## src/rtl/ifetch_wide.sv

```systemverilog
// ifetch_wide: multi-wide instruction fetch stage with a decoupling fetch queue.
// Selects the next PC (certain > rob > pred > sequential), drives the icache
// address, enqueues up to FETCH_WIDTH instructions per response, and lets decode
// drain the queue with a ready handshake. certain/rob redirects flush the queue.
// Optional feature: define IFETCH_PERF_EN to add saturating perf counter ports.
module ifetch_wide #(
    parameter int unsigned      XLEN        = 32,
    parameter int unsigned      FETCH_WIDTH = 2,
    parameter int unsigned      FQ_DEPTH    = 8,
    parameter logic [XLEN-1:0]  RESET_PC    = '0
) (
    input  logic                          clock,
    input  logic                          reset,
    input  logic                          if_valid,
    input  logic [XLEN-1:0]               certain_branch_pc,
    input  logic                          certain_branch_req,
    input  logic [XLEN-1:0]               rob_target_pc,
    input  logic                          rob_target_req,
    input  logic [XLEN-1:0]               branch_pred_pc,
    input  logic                          branch_pred_req,
    input  logic [63:0]                   Icache2proc_data,
    input  logic                          Icache2proc_data_valid,
    output logic [XLEN-1:0]               proc2Icache_addr,
    input  logic                          deq_ready,
    output logic [FETCH_WIDTH-1:0]        out_valid,
    output logic [32*FETCH_WIDTH-1:0]     out_inst,
    output logic [XLEN*FETCH_WIDTH-1:0]   out_pc,
    output logic [$clog2(FQ_DEPTH):0]     fq_count,
    output logic [3:0]                    gnt_debug,
    output logic [XLEN-1:0]               PC_reg_debug
`ifdef IFETCH_PERF_EN
    ,
    output logic [31:0]                   perf_fetched,
    output logic [31:0]                   perf_full_stalls
`endif
);

    localparam int unsigned PTR_W = $clog2(FQ_DEPTH);
    localparam int unsigned CNT_W = PTR_W + 1;

    typedef enum logic {S_FETCH, S_SETTLE} state_e;

    state_e            state_q, state_d;
    logic [XLEN-1:0]   pc_q, pc_d;
    logic [PTR_W-1:0]  head_q, head_d, tail_q, tail_d, tail_p1;
    logic [CNT_W-1:0]  count_q, count_d;
    logic [31:0]       fq_inst_q [FQ_DEPTH];
    logic [31:0]       fq_inst_d [FQ_DEPTH];
    logic [XLEN-1:0]   fq_pc_q   [FQ_DEPTH];
    logic [XLEN-1:0]   fq_pc_d   [FQ_DEPTH];

    logic              redirect, flush, resp_ok, fits, full_stall;
    logic [XLEN-1:0]   redirect_pc, seq_pc, pc_aligned, wpc0, wpc1;
    logic [31:0]       word0, word1;
    logic [CNT_W-1:0]  n_inst, free_slots, enq_n, deq_n;

    assign pc_aligned       = {pc_q[XLEN-1:3], 3'b000};
    assign proc2Icache_addr = pc_aligned;
    assign PC_reg_debug     = pc_q;
    assign fq_count         = count_q;

    // Split the 64-bit icache block into program-ordered instruction slots
    always_comb begin
        word0 = pc_q[2] ? Icache2proc_data[63:32] : Icache2proc_data[31:0];
        word1 = Icache2proc_data[63:32];
        wpc0  = pc_q;
        wpc1  = pc_q + XLEN'(4);
        if (FETCH_WIDTH == 2) begin
            n_inst = pc_q[2] ? CNT_W'(1) : CNT_W'(2);
            seq_pc = pc_aligned + XLEN'(8);
        end else begin
            n_inst = CNT_W'(1);
            seq_pc = pc_q + XLEN'(4);
        end
    end

    // PC source arbitration, enqueue/dequeue sizing and one-hot grant
    always_comb begin
        redirect    = if_valid & (certain_branch_req | rob_target_req | branch_pred_req);
        flush       = if_valid & (certain_branch_req | rob_target_req);
        redirect_pc = certain_branch_req ? certain_branch_pc :
                      rob_target_req     ? rob_target_pc     : branch_pred_pc;
        free_slots  = CNT_W'(FQ_DEPTH) - count_q;
        fits        = free_slots >= n_inst;
        resp_ok     = if_valid && !redirect && (state_q == S_FETCH) && Icache2proc_data_valid;
        enq_n       = (resp_ok && fits) ? n_inst : '0;
        full_stall  = resp_ok && !fits;
        if (!deq_ready)
            deq_n = '0;
        else if (count_q > CNT_W'(FETCH_WIDTH))
            deq_n = CNT_W'(FETCH_WIDTH);
        else
            deq_n = count_q;
        gnt_debug = '0;
        if (!reset && if_valid) begin
            if (certain_branch_req)   gnt_debug = 4'b0001;
            else if (rob_target_req)  gnt_debug = 4'b0010;
            else if (branch_pred_req) gnt_debug = 4'b0100;
            else if (enq_n != '0)     gnt_debug = 4'b1000;
        end
    end

    // Next PC and fetch/settle state
    always_comb begin
        pc_d    = pc_q;
        state_d = state_q;
        if (redirect) begin
            pc_d    = redirect_pc;
            state_d = S_SETTLE;
        end else if (if_valid) begin
            state_d = S_FETCH;
            if (enq_n != '0) pc_d = seq_pc;
        end
    end

    // Queue storage writes, pointer and occupancy update
    always_comb begin
        tail_p1   = tail_q + PTR_W'(1);
        fq_inst_d = fq_inst_q;
        fq_pc_d   = fq_pc_q;
        if (enq_n != '0) begin
            fq_inst_d[tail_q] = word0;
            fq_pc_d[tail_q]   = wpc0;
        end
        if (enq_n == CNT_W'(2)) begin
            fq_inst_d[tail_p1] = word1;
            fq_pc_d[tail_p1]   = wpc1;
        end
        head_d  = head_q + PTR_W'(deq_n);
        tail_d  = tail_q + PTR_W'(enq_n);
        count_d = count_q + enq_n - deq_n;
        if (flush) begin
            head_d  = '0;
            tail_d  = '0;
            count_d = '0;
        end
    end

    // Output lanes are combinational reads starting at the queue head
    always_comb begin
        out_valid = '0;
        out_inst  = '0;
        out_pc    = '0;
        for (int unsigned i = 0; i < FETCH_WIDTH; i++) begin
            out_valid[i]           = count_q > CNT_W'(i);
            out_inst[32*i +: 32]   = fq_inst_q[head_q + PTR_W'(i)];
            out_pc[XLEN*i +: XLEN] = fq_pc_q[head_q + PTR_W'(i)];
        end
    end

    // Control state registers with asynchronous reset
    always_ff @(posedge clock or posedge reset) begin
        if (reset) begin
            state_q <= S_FETCH;
            pc_q    <= RESET_PC;
            head_q  <= '0;
            tail_q  <= '0;
            count_q <= '0;
        end else begin
            state_q <= state_d;
            pc_q    <= pc_d;
            head_q  <= head_d;
            tail_q  <= tail_d;
            count_q <= count_d;
        end
    end

    // Queue payload storage; validity is tracked by count, so no reset needed
    always_ff @(posedge clock) begin
        fq_inst_q <= fq_inst_d;
        fq_pc_q   <= fq_pc_d;
    end

`ifdef IFETCH_PERF_EN
    logic [31:0] perf_fetched_q, perf_fetched_d;
    logic [31:0] perf_stalls_q, perf_stalls_d;
    logic [32:0] fetched_sum;

    // Saturating counters for enqueued instructions and queue-full drops
    always_comb begin
        fetched_sum    = {1'b0, perf_fetched_q} + 33'(enq_n);
        perf_fetched_d = fetched_sum[32] ? '1 : fetched_sum[31:0];
        perf_stalls_d  = perf_stalls_q;
        if (full_stall && (perf_stalls_q != '1))
            perf_stalls_d = perf_stalls_q + 32'd1;
    end

    // Perf counter registers
    always_ff @(posedge clock or posedge reset) begin
        if (reset) begin
            perf_fetched_q <= '0;
            perf_stalls_q  <= '0;
        end else begin
            perf_fetched_q <= perf_fetched_d;
            perf_stalls_q  <= perf_stalls_d;
        end
    end

    assign perf_fetched     = perf_fetched_q;
    assign perf_full_stalls = perf_stalls_q;
`endif

endmodule

```

## config.mk

```make
export PLATFORM = sky130hd
export DESIGN_NAME = ifetch_wide
export DESIGN_NICKNAME = d
export VERILOG_FILES = /design/src/rtl/ifetch_wide.sv
export SDC_FILE = /design/constraint.sdc
export NUM_CORES = 2
export LEC_CHECK = 0
export ABC_AREA = 1
export CAP_MARGIN = 20
export CORE_MARGIN = 8
export CORE_UTILIZATION = 50
export CTS_CLUSTER_DIAMETER = 60
export CTS_CLUSTER_SIZE = 20
export DETAILED_ROUTE_END_ITERATION = 7
export PLACE_DENSITY = 0.71
export SYNTH_ARGS = -nofsm -noshare
export SYNTH_HDL_FRONTEND = slang
export SYNTH_SLANG_ARGS = --single-unit
```

## constraint.sdc

```tcl
create_clock -name clock -period 9.1 [get_ports clock]
set_input_delay 1.82 -clock clock [delete_from_list [all_inputs] [get_ports clock]]
set_output_delay 1.82 -clock clock [all_outputs]
set_load 0.005 [all_outputs]
```

# After elaboration in Yosys (flattened, before gate mapping)
# Index checks and enable logic that the tools add are counted.
# word_totals
ff_bits,555
inputBits,168
out_inout_bits,202
elab_cells,107
# op_classes
add_sub_neg,9
order_cmp,10
eq_ne,1
n_mux,44
bitwise_logic,9
n_reduce_logical,13
# ops
op,n
$bwmux W256,4
$mux W256,4
$mux W32,16
$bmux W32 S3,4
$demux W32 S3,2
$add A32 B3 Y32 const B,1
$add A32 B4 Y32 const B,1
$mux W4,8
$ge A4 B4 Y1 const B,4
$not A3 Y4,4
$gt A4 B1 Y1 const B,2
$lt A4 B1 Y1 const B,2
$logic_and A1 B1 Y1,7
$add A3 B1 Y3 const B,2
$mux W3,2
$add A4 B2 Y4,1
$ge A4 B2 Y1,1
$gt A4 B2 Y1 const B,1
$mux W2,2
$reduce_bool A2 Y1,2
$reduce_bool A4 Y1,1
$sub A4 B4 Y4,1
$sub A4 B4 Y4 const A,1
$add A3 B2 Y3,1
8 further kinds,12

# Logic depth before layout (Yosys ltp)
# depth
depth_word,15
ltp_mapped,19
mapped_depth_nobuf,17

# Worst setup path before layout
# Ideal clock, no wire load.
# synth_timing
path_type,in2out
from,input reset
to,output gnt_debug[2]
t_arrival_ns,3.198
required_ns,7.280
slack_ns,4.082
cell_stages,3
path_buffers,0
cell_sequence,inv_1 -> nand2_1 -> nor4_1
# synth_between
elab_chain_cells,3
# synth_lines
element,line_no,rtl
start: declaration,13,"input logic reset,"
$logic_not A1 Y1 (no line),--,
$logic_and A1 B1 Y1,95,if (!reset && if_valid) begin
$mux W4,95,
end: declaration,29,"output logic [3:0] gnt_debug,"
# No other way between the ends.

# Worst setup path in the final report
# layout_timing
from,register head_q[0]
to,output out_pc[52]
# layout_between
elab_chain_cells,5
# layout_lines
element,line_no,rtl
start: declaration,45,"logic [PTR_W-1:0] head_q, head_d, tail_q, tail_d, tail_p1;"
start signal: assignment,156,head_q <= '0;
start signal: assignment,162,head_q <= head_d;
$add A3 B1 Y3,147,out_pc[XLEN*i +: XLEN] = fq_pc_q[head_q + PTR_W'(i)];
$not A3 Y4 (implied by the code),147,
$bmux W32 S3,147,
$mux W32 (implied by the code) (2 in a row),147,
end: declaration,27,"output logic [XLEN*FETCH_WIDTH-1:0] out_pc,"
# No other way between the ends. The select of a mux whose other input is x is not followed.

==> results.json <==
{
  "outcome": "finished with violations",
  "violations": "DRC",
  "fmax_ghz": 0.136,
  "grt_pass1_wl_microns": 249000,
  "fin_crit_sh": 0.806,
  "layout.cells.non_filler": 7673,
  "setup-tns-final_ns": 0,
  "ant_nets": 0,
  "die_x_microns": 295,
  "finClkSkew_ns": 0.0477,
  "cts_tree": "yes",
  "cts.reportedPaths.clkPinSlew_ns": 0.08,
  "grt_usage": 0.361,
  "cts_sinks": 555,
  "insertion_delay_ns": 0.66,
  "worstSetupStartpointType": "register",
  "area_growth_pct": 12.5,
  "final-setup-viol-count": 0,
  "cts.repair.resized": 0,
  "finalCriticalPeriod_ns": 7.33,
  "grt_overflow": 0,
  "grt_max_degree": 267,
  "core.rowCount": 102,
  "cts_hold_buf": 0,
  "cp-end-kind": "output port",
  "numCtsBuffers": 54,
  "ir_worst_vdd_v": 0.000214,
  "synth-seq-cells": 555,
  "p_seq_frac": 0.301,
  "rsz0062_at_grt": "false",
  "holdWs_ns": 0.481,
  "gr-max-usage-layer": "met2",
  "switching_power_uw": 4190,
  "drive_gt1_frac": 0.0347,
  "combPwrFrac": 0.442,
  "grt_util_met3": 0.0792,
  "route.detailed.drc": 8,
  "maxCapViolations": 0,
  "required_ns": 7.28,
  "grtUsageMet2": 0.553,
  "hold_violations": 0,
  "cp.buffers_inverters": 3,
  "criticalPathCategory": "reg2out",
  "synth_area_sq_mm": 0.0390,
  "synth_cell_type_count": 38,
  "clockBufferDepth": 3,
  "start_util": 0.505,
  "synth.avg_cell_area_sq_um": 5.82,
  "slowest_stage": "clkinv_2",
  "pwr-share-clk": 0.257,
  "design.portCount": 370,
  "path_cells": "ha_4 > clkinv_2 > buf_4 > a21oi_1 > o21ai_0 > nand2_1 > nor2_1 > a31oi_1 > clkdlybuf4s50_1",
  "drt-total-wl_microns": 167000,
  "switching_share": 0.429,
  "dr.pass1.iters": 8,
  "die_h_microns": 295,
  "dp.cells": 7567,
  "power.internal_uw": 5570,
  "timing.reg2reg.setup_slack_ns": 4.21,
  "slew_violations": 0,
  "dieArea_sq_mm": 0.0872,
  "gp_congestion": 0.926,
  "io_buffers": 366,
  "layout.nets": 6775,
  "met1_usage": 0.485,
  "viasPerCell": 5.99,
  "power.total_uw": 9760,
  "place_hpwl_microns": 96000,
  "drt_iter0_drc": 6838,
  "ys_seq_area_frac": 0.290,
  "cp_max_fo": 49,
  "synth_warnings": 0,
  "cp_slowest_stage_delay_ns": 1.09,
  "antenna_found_initial": 4,
  "core_area_sq_mm": 0.0773,
  "power_density_mw_per_mm2": 222,
  "h-tree-depth": 2,
  "wl_per_cell_microns": 21.8,
  "cts_root_buffer": "clkbuf_16",
  "preCtsSetupSlack_ns": 2.24,
  "cts_setup_buffers": 0,
  "grt_pass1_vias": 41200,
  "cp.arrival_ns": 5.51,
  "hold_class": "reg2reg",
  "maxSlewHeadroom": 0.135,
  "syn_inst": 6702,
  "static-leakage-power_uw": 0.0205,
  "final.setup.worst_slack_ns": 1.77,
  "vias": 45900,
  "path_delay_family": "buffers and inverters",
  "worst_pin_slew_ns": 1.26
}
path summary, 6_finish.rpt:
| check | from | endpoint | cells past startpoint |
|---|---|---|---|
| setup / recovery | head_q[0]$_DFF_PP0_ | out_pc[52] | 9 |
| hold / removal | fq_pc_q[96]$_DFF_P_ | fq_pc_q[96]$_DFF_P_ | 2 |
| setup reg to reg | fq_count[1]$_DFF_PP0_ | fq_inst_q[235]$_DFF_P_ | 12 |
| hold reg to reg | fq_pc_q[96]$_DFF_P_ | fq_pc_q[96]$_DFF_P_ | 2 |
| max in group asynchronous | reset | PC_reg_debug[12]$_DFFE_PP0P_ | 3 |
| min in group asynchronous | reset | state_q$_DFFE_PP0P_ | 2 |
kinds of logic after synthesis:
| group | share of synthesized area |
|---|---|
| buffers and inverters | 0.119 |
| other | 0.0000961 |
| DFF | 0.290 |
| adders and majority gates | 0.00731 |
| xor gates and xnor gates | 0.00792 |
| and+or+nand+nor | 0.389 |
| AOI/OAI and AO/OA | 0.178 |
| muxes | 0.00821 |
power groups by stage:
stage | sequential, uW | combinational [uW] | clock (uW)
floorplan | 2890 | 2340 | 0
global placement | 2980 | 4170 | 0
detailed placement | 2980 | 4190 | 0
CTS | 2930 | 4210 | 2510
global route | 2970 | 4620 | 2590
finish | 2940 | 4320 | 2510
synthesized netlist by cell type:
cell | n | area [sq um]
a32oi_1 | 41 | 359
buf_6 | 1 | 11.3
clkbuf_2 | 2 | 10.0
nor3_1 | 6 | 30.0
buf_2 | 215 | 1080
buf_1 | 49 | 184
xnor2_1 | 2 | 17.5
clkbuf_1 | 289 | 1080
dfrtp_1 | 43 | 1080
a21oi_1 | 449 | 2250
buf_4 | 58 | 435
nor2_2 | 1 | 6.26
nand2_2 | 3 | 18.8
xor2_1 | 24 | 210
o21ai_0 | 703 | 3520
nand4_2 | 1 | 12.5
nor2_8 | 1 | 20.0
inv_2 | 11 | 41.3
dfxtp_1 | 512 | 10200
mux2i_1 | 32 | 320
nand3_1 | 416 | 2080
o211ai_1 | 34 | 255
xor2_2 | 5 | 81.3
nor2_1 | 267 | 1000
fa_1 | 3 | 60.1
conb_1 | 1 | 3.75
nor4_1 | 1 | 6.26
clkinv_1 | 21 | 78.8
a31oi_1 | 87 | 544
nand2_1 | 2577 | 9670
o21bai_1 | 1 | 7.51
inv_1 | 459 | 1720
nand3_2 | 9 | 90.1
a21boi_0 | 1 | 7.51
ha_1 | 18 | 225
o21a_1 | 1 | 7.51
nand4_1 | 357 | 2230
nor2_4 | 1 | 11.3
per-stage QoR:
step | util | cell area (sq um)
after floorplan | - | 39000
after global placement | 0.542 | 41900
after CTS | 0.567 | 43800
final | 0.568 | 43900
after global routing | 0.568 | 43900
after detailed placement | 0.542 | 41900
final cells by class:
class | count | area [sq um]
Antenna cell | 1 | 2.50
Fill cell | 7841 | 33400
Clock buffer | 62 | 1460
Sequential cell | 555 | 11300
Timing Repair Buffer | 440 | 4300
Clock inverter | 40 | 465
Inverter | 491 | 1860
Multi-Input combinational cell | 5044 | 23200
Tap cell | 1040 | 1300
per-layer routing:
| layer | vias up | routed length [microns] | share of wire |
|---|---|---|---|
| met3 | 570 | 21800 | 0.13 |
| met2 | 3080 | 71400 | 0.43 |
| met5 | - | 23 | 0.00014 |
| met4 | 4 | 8110 | 0.049 |
| met1 | 20600 | 65600 | 0.39 |
| li1 | 21700 | - | - |
worst register-to-register path, cell delays in order, from the launching register on:
cell      delay (ns)
dfrtp_1         0.53
inv_1           0.22
ha_1            0.32
ha_1            0.27
a21boi_0        0.21
nor2_1          0.15
nand2_8         0.52
buf_4           0.94
nand3_2         0.79
buf_4           0.56
nand2_1         0.17
nand3_1         0.07
nand2_1         0.11
registers in the layout (all words and copies together) (netlist names):
name / flops
PC_reg_debug: 32
fq_count: 4
fq_inst_q: 256
fq_pc_q: 256
head_q: 3
state_q: 1
tail_q: 3
placed cells by master, fill, tap and decap left out, types with 32 or more instances in the layout:
cell type,n
o211ai_1,34
inv_1,458
nand4_1,357
buf_4,68
a31oi_1,87
o21ai_0,703
a21oi_1,449
dfrtp_1,40
dfxtp_1,512
mux2i_1,32
nor2_1,263
a32oi_1,41
nand2_1,2577
clkbuf_16,55
nand3_1,412
clkdlybuf4s50_1,366
(Power assumes the default switching activity.)
